===== src/rtl/pipelined_ripple_adder.sv =====
// Pipelined ripple-carry add/subtract: STAGES chunks of WIDTH/STAGES bits, registered carry between chunks.
// Optional macro ADDER_SATURATE_EN clamps overflowing results to the signed limit in the output stage.
module pipelined_ripple_adder #(
    parameter int WIDTH  = 32,
    parameter int STAGES = 4
) (
    input  logic             clk,
    input  logic             rst_n,
    input  logic             in_valid,
    output logic             in_ready,
    input  logic [WIDTH-1:0] input_a,
    input  logic [WIDTH-1:0] input_b,
    input  logic             carry_in,
    input  logic             mode,
    output logic             out_valid,
    input  logic             out_ready,
    output logic [WIDTH-1:0] final_sum,
    output logic             carry_out,
    output logic             overflow
);

    localparam int CW = WIDTH / STAGES;

    logic adv;
    logic ovf_reg;

    assign in_ready = ~out_valid | out_ready;
    assign adv      = in_ready;

    genvar gi;
    generate
        for (gi = 0; gi < STAGES; gi++) begin : g_stage
            // Each word rotates right by CW per stage: the low chunk is consumed and its sum
            // re-enters at the top, so after STAGES stages the word is the full sum in order.
            logic             valid_reg;
            logic             carry_reg;
            logic [WIDTH-1:0] a_reg;
            logic [WIDTH-1:0] b_reg;

            logic             v_in;
            logic             c_in;
            logic [WIDTH-1:0] a_in;
            logic [WIDTH-1:0] b_in;
            logic [CW-1:0]    chunk;
            logic             c_next;
            logic [WIDTH-1:0] chunk_ext;
            logic [WIDTH-1:0] a_next;
            logic [WIDTH-1:0] b_next;
            logic [WIDTH-1:0] load_word;

            if (gi == 0) begin : g_src
                assign v_in = in_valid;
                assign a_in = input_a;
                assign b_in = mode ? ~input_b : input_b;
                assign c_in = carry_in ^ mode;
            end else begin : g_src
                assign v_in = g_stage[gi-1].valid_reg;
                assign a_in = g_stage[gi-1].a_reg;
                assign b_in = g_stage[gi-1].b_reg;
                assign c_in = g_stage[gi-1].carry_reg;
            end

            assign {c_next, chunk} = {1'b0, a_in[CW-1:0]} + {1'b0, b_in[CW-1:0]}
                                   + {{CW{1'b0}}, c_in};

            always_comb begin
                chunk_ext          = '0;
                chunk_ext[CW-1:0]  = chunk;
            end

            assign a_next = (a_in >> CW) | (chunk_ext << (WIDTH - CW));
            assign b_next = (b_in >> CW) | (b_in << (WIDTH - CW));

            if (gi == STAGES - 1) begin : g_tail
                // The last chunk's top bits are the original operand MSBs.
                logic ovf_next;
                assign ovf_next = (a_in[CW-1] == b_in[CW-1]) & (chunk[CW-1] != a_in[CW-1]);
`ifdef ADDER_SATURATE_EN
                assign load_word = ovf_next ? {a_in[CW-1], {(WIDTH-1){~a_in[CW-1]}}} : a_next;
`else
                assign load_word = a_next;
`endif
                always_ff @(posedge clk or negedge rst_n) begin
                    if (!rst_n) begin
                        ovf_reg <= 1'b0;
                    end else if (adv && v_in) begin
                        ovf_reg <= ovf_next;
                    end
                end
            end else begin : g_tail
                assign load_word = a_next;
            end

            // Data only loads with a valid slot, so bubbles leave the last result in place.
            always_ff @(posedge clk or negedge rst_n) begin
                if (!rst_n) begin
                    valid_reg <= 1'b0;
                    carry_reg <= 1'b0;
                    a_reg     <= '0;
                    b_reg     <= '0;
                end else if (adv) begin
                    valid_reg <= v_in;
                    if (v_in) begin
                        carry_reg <= c_next;
                        a_reg     <= load_word;
                        b_reg     <= b_next;
                    end
                end
            end
        end
    endgenerate

    assign out_valid = g_stage[STAGES-1].valid_reg;
    assign final_sum = g_stage[STAGES-1].a_reg;
    assign carry_out = g_stage[STAGES-1].carry_reg;
    assign overflow  = ovf_reg;

endmodule


===== config.mk =====
export PLATFORM = sky130hd
export DESIGN_NAME = pipelined_ripple_adder
export DESIGN_NICKNAME = d
export VERILOG_FILES = /design/src/rtl/pipelined_ripple_adder.sv
export SDC_FILE = /design/constraint.sdc
export NUM_CORES = 1
export LEC_CHECK = 0
export BUFFER_PORTS_ARGS = -buffer_cell sky130_fd_sc_hd__buf_4
export CAP_MARGIN = 25
export CELL_PAD_IN_SITES_DETAIL_PLACEMENT = 1
export CELL_PAD_IN_SITES_GLOBAL_PLACEMENT = 1
export CORE_UTILIZATION = 40
export DETAILED_ROUTE_END_ITERATION = 8
export PLACE_DENSITY = 0.78
export SETUP_SLACK_MARGIN = 0.05
export SLEW_MARGIN = 20
export SYNTH_ARGS = -nofsm -noshare
export SYNTH_HDL_FRONTEND = slang
export SYNTH_SLANG_ARGS = --single-unit

===== constraint.sdc =====
create_clock -name clk -period 3.6 [get_ports clk]
set_clock_uncertainty 0.2 [all_clocks]
set_input_delay 0.36 -clock clk [delete_from_list [all_inputs] [get_ports clk]]
set_output_delay 0.36 -clock clk [all_outputs]
set_load 0.02 [all_outputs]

==> flow_summary.json <==
{
  "status": "finished clean",
  "synthCells": 650,
  "ir_drop_mv": 0.338,
  "synth_nets": 756,
  "hold_path_class": "in2reg",
  "power_density_mw_per_mm2": 917,
  "cts.path.max_buffers": 2,
  "drt_first_pass_iters": 4,
  "ys_ff_latch": 185,
  "globalRouteMet3Util_pct": 3.84,
  "drt-initial-drc-count": 184,
  "cts.sinks": 185,
  "grt_usage_pct": 17.9,
  "finalWirelength_um": 18600,
  "post_cts.repair.setup_buffers": 0,
  "antennaDiodeCount": 0,
  "max_freq_mhz": 391,
  "core_mm2": 0.0212,
  "setup_viol": 0,
  "grt_util_met2_pct": 30.3,
  "crit_type": "reg2reg",
  "timing.slew.headroom_pct": 37.3,
  "p_leak_nw": 4.96,
  "avgViaCountPerCell": 4.94,
  "drc": 0,
  "min_period_ps": 2560,
  "slowest_delay_ps": 500,
  "pin_count": 106,
  "antenna_found_initial": 0,
  "htree_levels": 4,
  "worst_path_max_delay_cell": "fa_1",
  "pwr-share-comb_pct": 43.4,
  "hold_ws_ps": 22.2,
  "areaGrowthSynthToFinish_pct": 21.9,
  "grt_use_met1_pct": 22.3,
  "cts_inserted_buffers": 17,
  "fin_setup_tns_ps": 0,
  "num-nets-final": 887,
  "gp_congestion": 0.732,
  "power_frac_seq_pct": 37.1,
  "yosys_warnings": 0,
  "post_cts_resized": 0,
  "netlist_area_mm2": 0.00869,
  "worst_pin_slew_ps": 940,
  "cp_cell_sequence": "fa_1 > fa_1 > a21oi_1 > o211ai_1 > a21oi_1 > xor2_1 > o21ai_1",
  "start_kind": "register",
  "grt_pass1_wl_um": 30400,
  "start_util_pct": 41.1,
  "die_y_um": 149,
  "dp_hpwl_um": 12300,
  "grt-ovfl-total": 0,
  "cts-root-buf": "clkbuf_16",
  "endpoint_kind": "register",
  "clkLatencyLatePin_ps": 430,
  "crit_required_ps": 3710,
  "hold_violations": 0,
  "route.detailed.wl_per_inst_um": 17.4,
  "syn_area_per_cell_um2": 13.4,
  "grt_pass1_vias": 5787,
  "drive_above_1_share_pct": 36.1,
  "num_vias": 5277,
  "cts_tree": "yes",
  "fp.dieW_um": 149,
  "seq_area_frac_synth_pct": 53.3,
  "drv_slew": 0,
  "path_max_fanout": 3,
  "clkSlewWorstSetupHoldPaths_ps": 70,
  "port_buffers": 105,
  "period_share_pct": 71.0,
  "switchingPower_mw": 3.48,
  "largest_reg_flops": 96,
  "power.total_mw": 9.72,
  "busiest_layer": "met2",
  "maxCapViolations": 0,
  "grt_max_degree": 89,
  "num_rows": 53,
  "nFillCells": 2183,
  "clkPwrFrac_pct": 19.5,
  "antenna_left": 0,
  "p_int_mw": 6.24,
  "switching_share_pct": 35.8,
  "cp.arrival_ps": 2670,
  "grt_setup_unrepaired": "no",
  "cts_hold_buf": 32,
  "synth_cell_types": 43,
  "die-area_mm2": 0.0223
}
## through the flow
step	area, um2	instances	setup slack, ps	util (%)
after floorplan	8690	650	1000	-
after CTS	10600	1069	1000	50.1
after global placement	9670	1005	867	45.7
after global routing	10600	1069	884	50.1
after detailed placement	9670	1005	658	45.7
final	10600	1069	1040	50.1
## cells by family (layout without fill, tap and decap cells)
| kind of cell | after synthesis | after routing | share of synthesized area [%] |
|---|---|---|---|
| AND/OR/NAND/NOR | 95 | 95 | 5.01 |
| XOR/XNOR | 56 | 56 | 5.64 |
| adder cells (fa/ha/maj) | 36 | 36 | 5.87 |
| multiplexers | 127 | 127 | 19.2 |
| flip-flops | 185 | 185 | 53.3 |
| AO/OA/AOI/OAI | 110 | 110 | 7.99 |
| buffers and inverters | 41 | 185 | 3.05 |
## critical path: cells and delay by family, from the launching register on
kind / cells / cell delay, ps
xor+xnor: 1 / 180
compound gates: 4 / 720
fa+ha+maj: 2 / 930
flops: 1 / 410
## layout make-up
class	instances	area (um2)	area share, %
Clock buffer	17	425	4.02
Inverter	12	45.0	0.425
Tap cell	275	344	3.25
Clock inverter	15	179	1.69
Sequential cell	185	4630	43.7
Timing Repair Buffer	141	1170	11.0
Multi-Input combinational cell	424	3800	35.9
## metal layers
metal	wire [um]	share of wire [%]
met1	8240	44
met5	0	0
met2	9460	51
met3	550	3.0
met4	362	1.9
## placed cells by master (no fill, tap or decap), types with 2 or more instances in the layout
cell type and instances:
dfrtp_1 185, buf_4 106, mux2_2 64, mux2_4 63, nand2_1 58, o21ai_0 41
dlygate4sd3_1 32, xor2_1 29, ha_1 28, xnor2_1 27, a21oi_1 20, o21ai_1 18
clkbuf_16 17, inv_1 12, nor3_1 11, nor2_1 9, fa_1 8, nand2b_1 7
a211oi_2 5, o21bai_1 4, inv_8 4, nand2_4 3, o211ai_1 3, a21o_1 3
o31ai_1 3, a31oi_1 3, inv_6 3, clkinv_8 3, o31ai_2 2, nand3_1 2
clkinvlp_4 2, buf_12 2
## cell usage after synthesis, drive strengths merged
master	number	area share, %
a41o	1	0.12
clkbuf	5	0.30
o31ai	6	0.79
dfrtp	185	53
a211oi	5	0.72
o211ai	3	0.26
a31oi	4	0.46
fa	8	1.8
nand3	2	0.12
xnor2	27	2.7
buf	24	2.2
nand2	62	2.9
and2	1	0.072
o2111ai	1	0.10
a21oi	21	1.3
ha	28	4.0
nor2b	1	0.16
xor2	29	2.9
o21a	1	0.086
nor3	11	0.63
a21o	4	0.36
o21bai	4	0.35
nand2b	8	0.66
inv	12	0.52
nor2	10	0.46
mux2	127	19
o21ai	60	3.5
## final timing paths
kind,from,endpoint,slack [ps],cells past startpoint
setup / recovery,g_stage[0].carry_reg$_DFFE_PN0P_,g_stage[1].a_reg[30]$_DFFE_PN0P_,1040,7
hold / removal,input_b[31],g_stage[0].b_reg[23]$_DFFE_PN0P_,20,3
setup reg to reg,g_stage[0].carry_reg$_DFFE_PN0P_,g_stage[1].a_reg[30]$_DFFE_PN0P_,1040,7
hold reg to reg,g_stage[0].a_reg[25]$_DFFE_PN0P_,g_stage[0].a_reg[25]$_DFFE_PN0P_,280,2
max in group asynchronous,rst_n,g_stage[0].b_reg[2]$_DFFE_PN0P_,1920,3
min in group asynchronous,rst_n,g_stage[1].a_reg[5]$_DFFE_PN0P_,320,2
## power by group through the flow
stage	clock, mW	combinational, mW	sequential [mW]
floorplan	0	3.07	3.68
global placement	0	4.02	3.59
detailed placement	0	4.19	3.65
CTS	1.95	4.27	3.62
global route	2.04	4.59	3.74
finish	1.90	4.21	3.61
Power figures use the tool's default switching activity.
